===== config.mk =====
export PLATFORM = sky130hd
export DESIGN_NAME = cnn_layer_feeder
export DESIGN_NICKNAME = d
export VERILOG_FILES = /design/src/rtl/cnn_layer_feeder.sv
export SDC_FILE = /design/constraint.sdc
export NUM_CORES = 1
export LEC_CHECK = 0
export ABC_AREA = 1
export CELL_PAD_IN_SITES_DETAIL_PLACEMENT = 1
export CELL_PAD_IN_SITES_GLOBAL_PLACEMENT = 1
export CORE_ASPECT_RATIO = 2
export CORE_UTILIZATION = 50
export CTS_CLUSTER_DIAMETER = 120
export DETAILED_ROUTE_END_ITERATION = 7
export PLACE_DENSITY_LB_ADDON = 0.25
export SLEW_MARGIN = 25
export SYNTH_ARGS = -nofsm -noshare
export SYNTH_HDL_FRONTEND = slang
export SYNTH_SLANG_ARGS = --single-unit

===== constraint.sdc =====
create_clock -name clk -period 4.62 [get_ports clk]
set_input_delay 0.924 -clock clk [delete_from_list [all_inputs] [get_ports clk]]
set_output_delay 0.924 -clock clk [all_outputs]
set_load 0.05 [all_outputs]

===== src/rtl/cnn_layer_feeder.sv =====
// Streaming initiator for one CNN convolution layer: host-loaded image/filter buffers,
// Start/filter/image/ReadEn sequencing and result capture. Optional checksum: FEEDER_CKSUM_EN.
//
// state | meaning
// IDLE  | waiting for go, host may load buffers
// START | Start pulse to the layer
// FILT  | streaming filter taps
// IMG   | streaming image pixels
// WAIT  | layer compute time before reading
// READ  | ReadEn high, one result requested per cycle
// DRAIN | last results still in flight
// DONE  | done pulse, back to IDLE
module cnn_layer_feeder #(
  parameter int IMG_W      = 4,
  parameter int FILT_W     = 4,
  parameter int RES_W      = 10,
  parameter int IMG_DEPTH  = 16,
  parameter int FILT_DEPTH = 9,
  parameter int OUT_CNT    = 4,
  parameter int WAIT_CYC   = 2,
  parameter int READ_LAT   = 1,
  localparam int LD_DEPTH  = (IMG_DEPTH > FILT_DEPTH) ? IMG_DEPTH : FILT_DEPTH,
  localparam int AW        = (LD_DEPTH > 1) ? $clog2(LD_DEPTH) : 1,
  localparam int DW        = (IMG_W > FILT_W) ? IMG_W : FILT_W,
  localparam int RA_W      = (OUT_CNT > 1) ? $clog2(OUT_CNT) : 1,
  localparam int CW        = RES_W + 4
) (
  input  logic              clk,
  input  logic              rst_n,
  input  logic              ld_we,
  input  logic              ld_sel,
  input  logic [AW-1:0]     ld_addr,
  input  logic [DW-1:0]     ld_data,
  input  logic              go,
  output logic              busy,
  output logic              done,
  input  logic [RA_W-1:0]   rd_addr,
  output logic [RES_W-1:0]  rd_data,
  output logic [CW-1:0]     cksum,
  output logic              Start,
  output logic [IMG_W-1:0]  Image,
  output logic [FILT_W-1:0] Filter,
  output logic              ReadEn,
  input  logic [RES_W-1:0]  Result
);

  localparam int T_A   = (LD_DEPTH > WAIT_CYC) ? LD_DEPTH : WAIT_CYC;
  localparam int T_B   = (OUT_CNT > READ_LAT) ? OUT_CNT : READ_LAT;
  localparam int T_MAX = (T_A > T_B) ? T_A : T_B;
  localparam int TW    = $clog2(T_MAX + 1);

  localparam logic [AW:0]   IMG_LIM  = (AW + 1)'(IMG_DEPTH);
  localparam logic [AW:0]   FILT_LIM = (AW + 1)'(FILT_DEPTH);
  localparam logic [RA_W:0] OUT_LIM  = (RA_W + 1)'(OUT_CNT);

  typedef enum logic [2:0] {
    S_IDLE, S_START, S_FILT, S_IMG, S_WAIT, S_READ, S_DRAIN, S_DONE
  } state_t;

  state_t              state;
  logic [TW-1:0]       tmr;
  logic [AW-1:0]       idx;
  logic [RA_W-1:0]     wptr;
  logic [READ_LAT-1:0] rd_pipe;
  logic                cap;

  logic [IMG_W-1:0]  img_buf  [IMG_DEPTH];
  logic [FILT_W-1:0] filt_buf [FILT_DEPTH];
  logic [RES_W-1:0]  res_buf  [OUT_CNT];

  assign cap = rd_pipe[READ_LAT-1];

  // Buffers are deliberately not reset so host data survives a reset.
  always_ff @(posedge clk) begin
    if (ld_we && !busy) begin
      if (!ld_sel && ({1'b0, ld_addr} < IMG_LIM))
        img_buf[ld_addr] <= ld_data[IMG_W-1:0];
      if (ld_sel && ({1'b0, ld_addr} < FILT_LIM))
        filt_buf[ld_addr] <= ld_data[FILT_W-1:0];
    end
  end

  always_ff @(posedge clk) begin
    if (cap)
      res_buf[wptr] <= Result;
  end

  always_ff @(posedge clk or negedge rst_n) begin
    if (!rst_n)
      rd_data <= '0;
    else if ({1'b0, rd_addr} < OUT_LIM)
      rd_data <= res_buf[rd_addr];
    else
      rd_data <= '0;
  end

  always_ff @(posedge clk or negedge rst_n) begin
    if (!rst_n) begin
      state   <= S_IDLE;
      busy    <= 1'b0;
      done    <= 1'b0;
      Start   <= 1'b0;
      ReadEn  <= 1'b0;
      Image   <= '0;
      Filter  <= '0;
      tmr     <= '0;
      idx     <= '0;
      wptr    <= '0;
      rd_pipe <= '0;
    end else begin
      rd_pipe <= (rd_pipe << 1) | READ_LAT'(ReadEn);
      if (cap)
        wptr <= wptr + 1'b1;
      case (state)
        S_IDLE: begin
          done <= 1'b0;
          if (go) begin
            state <= S_START;
            busy  <= 1'b1;
            Start <= 1'b1;
          end
        end
        S_START: begin
          Start  <= 1'b0;
          wptr   <= '0;
          Filter <= filt_buf[0];
          idx    <= AW'(1);
          tmr    <= TW'(FILT_DEPTH - 1);
          state  <= S_FILT;
        end
        S_FILT: begin
          if (tmr == '0) begin
            Filter <= '0;
            Image  <= img_buf[0];
            idx    <= AW'(1);
            tmr    <= TW'(IMG_DEPTH - 1);
            state  <= S_IMG;
          end else begin
            Filter <= filt_buf[idx];
            idx    <= idx + 1'b1;
            tmr    <= tmr - 1'b1;
          end
        end
        S_IMG: begin
          if (tmr == '0) begin
            Image <= '0;
            if (WAIT_CYC == 0) begin
              ReadEn <= 1'b1;
              tmr    <= TW'(OUT_CNT - 1);
              state  <= S_READ;
            end else begin
              tmr   <= TW'(WAIT_CYC - 1);
              state <= S_WAIT;
            end
          end else begin
            Image <= img_buf[idx];
            idx   <= idx + 1'b1;
            tmr   <= tmr - 1'b1;
          end
        end
        S_WAIT: begin
          if (tmr == '0) begin
            ReadEn <= 1'b1;
            tmr    <= TW'(OUT_CNT - 1);
            state  <= S_READ;
          end else begin
            tmr <= tmr - 1'b1;
          end
        end
        S_READ: begin
          if (tmr == '0) begin
            ReadEn <= 1'b0;
            tmr    <= TW'(READ_LAT - 1);
            state  <= S_DRAIN;
          end else begin
            tmr <= tmr - 1'b1;
          end
        end
        S_DRAIN: begin
          if (tmr == '0) begin
            done  <= 1'b1;
            busy  <= 1'b0;
            state <= S_DONE;
          end else begin
            tmr <= tmr - 1'b1;
          end
        end
        S_DONE: begin
          done  <= 1'b0;
          state <= S_IDLE;
        end
        default: state <= S_IDLE;
      endcase
    end
  end

`ifdef FEEDER_CKSUM_EN
  // Wrapping sum of sign-extended captured results; holds until the next frame starts.
  always_ff @(posedge clk or negedge rst_n) begin
    if (!rst_n)
      cksum <= '0;
    else if (state == S_START)
      cksum <= '0;
    else if (cap)
      cksum <= cksum + {{4{Result[RES_W-1]}}, Result};
  end
`else
  assign cksum = '0;
`endif

endmodule


==> metrics.txt <==
status complete, no violations; top cell type's share of synthesized area 0.554; HP Start ReadEn$_DFFE_PN0P_; GPL Wtd Cong 0.848; worst hold stages 0; Seq/Total Area, Yosys 0.676; core area 14800 um2; H-tree levels 4; Clock transition at path regs 0.07 ns; R2R Path End Image[2]$_DFFE_PN0P_; WP buf/inv 2; post-CTS sizing 0; I/O pin count 61; Post-route DRC 0; GRT Total Usage 0.267; Synth cell types 38; max_cap viols 0; r2r setup slk 2.26 ns; final period utilization 0.612; Max FO, Critical Path 9; DR iter-0 viols 213; final hold viol count 0; Final HPWL DP about 13 mm; # rows 63; Setup Viol. Count Final 0; Hold Path End cap$_DFF_PN0_; I/O Buffers 46; Die Area 15700 um2; fill cell count 1601; Die Height 176 um; vias in the first global route between 5000 and 6000; Vias per Instance 5.52; Startpoint Class input port; Final nets 769; gr ovfl total 0; CP max stage cell nor4_1; Initial Util 0.512; Avg WL per Cell 20.3 um; Mapped Area ~7600 um2; Worst slew margin 0.338; worst setup margin 1.79 ns; clock sink count 177; Clock Skews between 0.007 and 0.008 ns; drt first pass iters 4; TritonCTS clock tree built; CP Data Arrival Time just under 3 ns; min-delay worst type register to register; Worst-Margin Slew 0.990 ns; Crit path max-delay family simple AND/OR/NAND/NOR gates; syn avg cell area 10.9 um2; hold slack final roughly 0.43 ns; RSZ-0062 raised after global routing false; EDFF count, synth 140; Main synth FF type edfxtp_1; power per cell area ~600 nW/um2; Detail Route Antenna Nets 0; WL final 19.2 mm; fin area 8700 um2; critical path, cell by cell clkdlybuf4s50_1 -> nor2_1 -> inv_1 -> o21ai_0 -> nand4_2 -> nor4_1; via count 5204; critical path required time 4.69 ns; first-pass GRT wire length 29.9 mm; yosys warns 0; worst skew pair latency 0.44 ns; Syn Inst Count 694; CP endpoint kind register; Sequential cell area 5130 um2; WS Path Type input port to register; DP Worst Slack roughly 1.3 ns; Layout Utilization 0.587; #FFs+latches synth 177; area taken by multi-input logic gates 2080 um2; area leader, netlist edfxtp_1; ys async rst share 0.209; crit-path max cell delay 0.65 ns; FMAX 0.354 GHz; initial antenna violation count 0; max-slew violation count 0; r2r worst-path depth 7; setup bufs post-CTS 0; ant diodes 0; post-layout min period 2.83 ns; Max Buffers Root-to-Sink 2; hold buffers post-CTS 0; Post-DP Area around 8100 um2; Die X between 80 and 90 um; ranking of synthesized cells by area edfxtp_1 55%, dfrtp_1 12%, nand2_1 7.3%, nand3_1 6.4%, nor2_1 3.7%; largest net degree at the start of global routing 52; R2R Path Start idx[1]$_DFFE_PN0P_; CTS buffer count 17; VDD IR max 0.409 mV; Pleak 3.38 nW; TNS Setup 0 ns; layout cells sized above 1 0.0750; CTS root buffer clkbuf_16; Area growth syn-to-layout 14.7%
-- power by group --
part / internal [mW] / total, mW / switching [mW]
Clock: 0.822 / 1.45 / 0.628
Combinational: 0.515 / 1.78 / 1.27
Sequential: 1.90 / 2.04 / 0.132
-- Yosys cell counts (8+ instances only) --
cell / number
a21oi_1: 19
buf_2: 8
buf_4: 15
clkbuf_1: 14
dfrtp_1: 37
edfxtp_1: 140
ha_1: 10
inv_1: 46
nand2_1: 148
nand3_1: 97
nor2_1: 74
o21ai_0: 34
o22ai_1: 13
-- sequential cells by signal, summed over array words and instances, names as in the netlist, 2 cells and up --
register	count
img_buf	64
res_buf	40
filt_buf	36
rd_data	10
tmr	5
Filter	4
Image	4
idx	4
state	3
wptr	2
-- how the worst max path moves through the flow --
| stage | start | to | slack, ns | cells after the start |
|---|---|---|---|---|
| floorplan | ld_addr[0] | filt_buf[5][0]$_DFFE_PP_ | 2.22 | 5 |
| global placement | ld_addr[1] | filt_buf[5][0]$_DFFE_PP_ | 1.45 | 6 |
| detailed placement | ld_addr[1] | filt_buf[5][1]$_DFFE_PP_ | 1.35 | 6 |
| CTS | ld_addr[1] | filt_buf[5][1]$_DFFE_PP_ | 1.81 | 6 |
| global route | ld_addr[1] | filt_buf[5][2]$_DFFE_PP_ | 1.60 | 6 |
| finish | ld_addr[1] | filt_buf[5][2]$_DFFE_PP_ | 1.79 | 6 |
-- cell families (layout without fill, tap and decap cells) --
family          after synthesis  after routing  synth area share
fa+ha+maj                    10             10            0.0165
simple gates                338            338             0.194
compound gates               73             73            0.0541
other cells                   1             14          0.000494
flops                       177            177             0.676
xor+xnor                      2              2           0.00231
buf+inv                      93            133            0.0570
-- stage by stage --
stage	cells	power, mW
after floorplan	707	3.31
after global placement	910	3.73
after detailed placement	910	3.83
after CTS	942	5.31
after global routing	942	5.54
final	942	5.27
-- worst reg2reg max path: cells and delay by family (launching register included) --
family                 cells  cell delay (ns)
buffers and inverters      2             1.05
AOI/OAI and AO/OA          1             0.14
DFF                        1             0.33
and+or+nand+nor            4             0.78
-- placed cells by master (no fill, tap or decap), types with 2 or more instances in the layout --
cell / synthesis / routed
a21oi_1: 19 / 19
buf_2: 8 / 4
buf_4: 15 / 2
bufinv_16: 0 / 2
clkbuf_16: 0 / 17
clkdlybuf4s50_1: 0 / 42
clkinvlp_4: 0 / 4
conb_1: 1 / 14
dfrtp_1: 37 / 37
edfxtp_1: 140 / 140
ha_1: 10 / 10
inv_1: 46 / 46
inv_2: 5 / 5
inv_6: 0 / 3
inv_8: 0 / 2
nand2_1: 148 / 148
nand2_4: 2 / 2
nand3_1: 97 / 97
nand4_1: 2 / 2
nor2_1: 74 / 74
nor2_2: 2 / 2
nor3_1: 6 / 6
o211ai_1: 2 / 2
o21ai_0: 34 / 34
o22ai_1: 13 / 13
-- per-layer routing --
layer,vias to the layer above,track usage,share of wire
li1,2435,-,-
met1,2600,0.247,0.34
met2,113,0.511,0.59
met3,56,0.0542,0.027
met4,0,0.151,0.047
met5,-,0,0
-- final cells by class --
cell class                      count  area share
Sequential cell                   177       0.589
Timing Repair Buffer               48      0.0523
Clock inverter                     13      0.0175
Clock buffer                       19      0.0509
Inverter                           53      0.0231
Multi-Input combinational cell    437       0.239
Tap cell                          195      0.0280
Power figures use the tool's default switching activity.
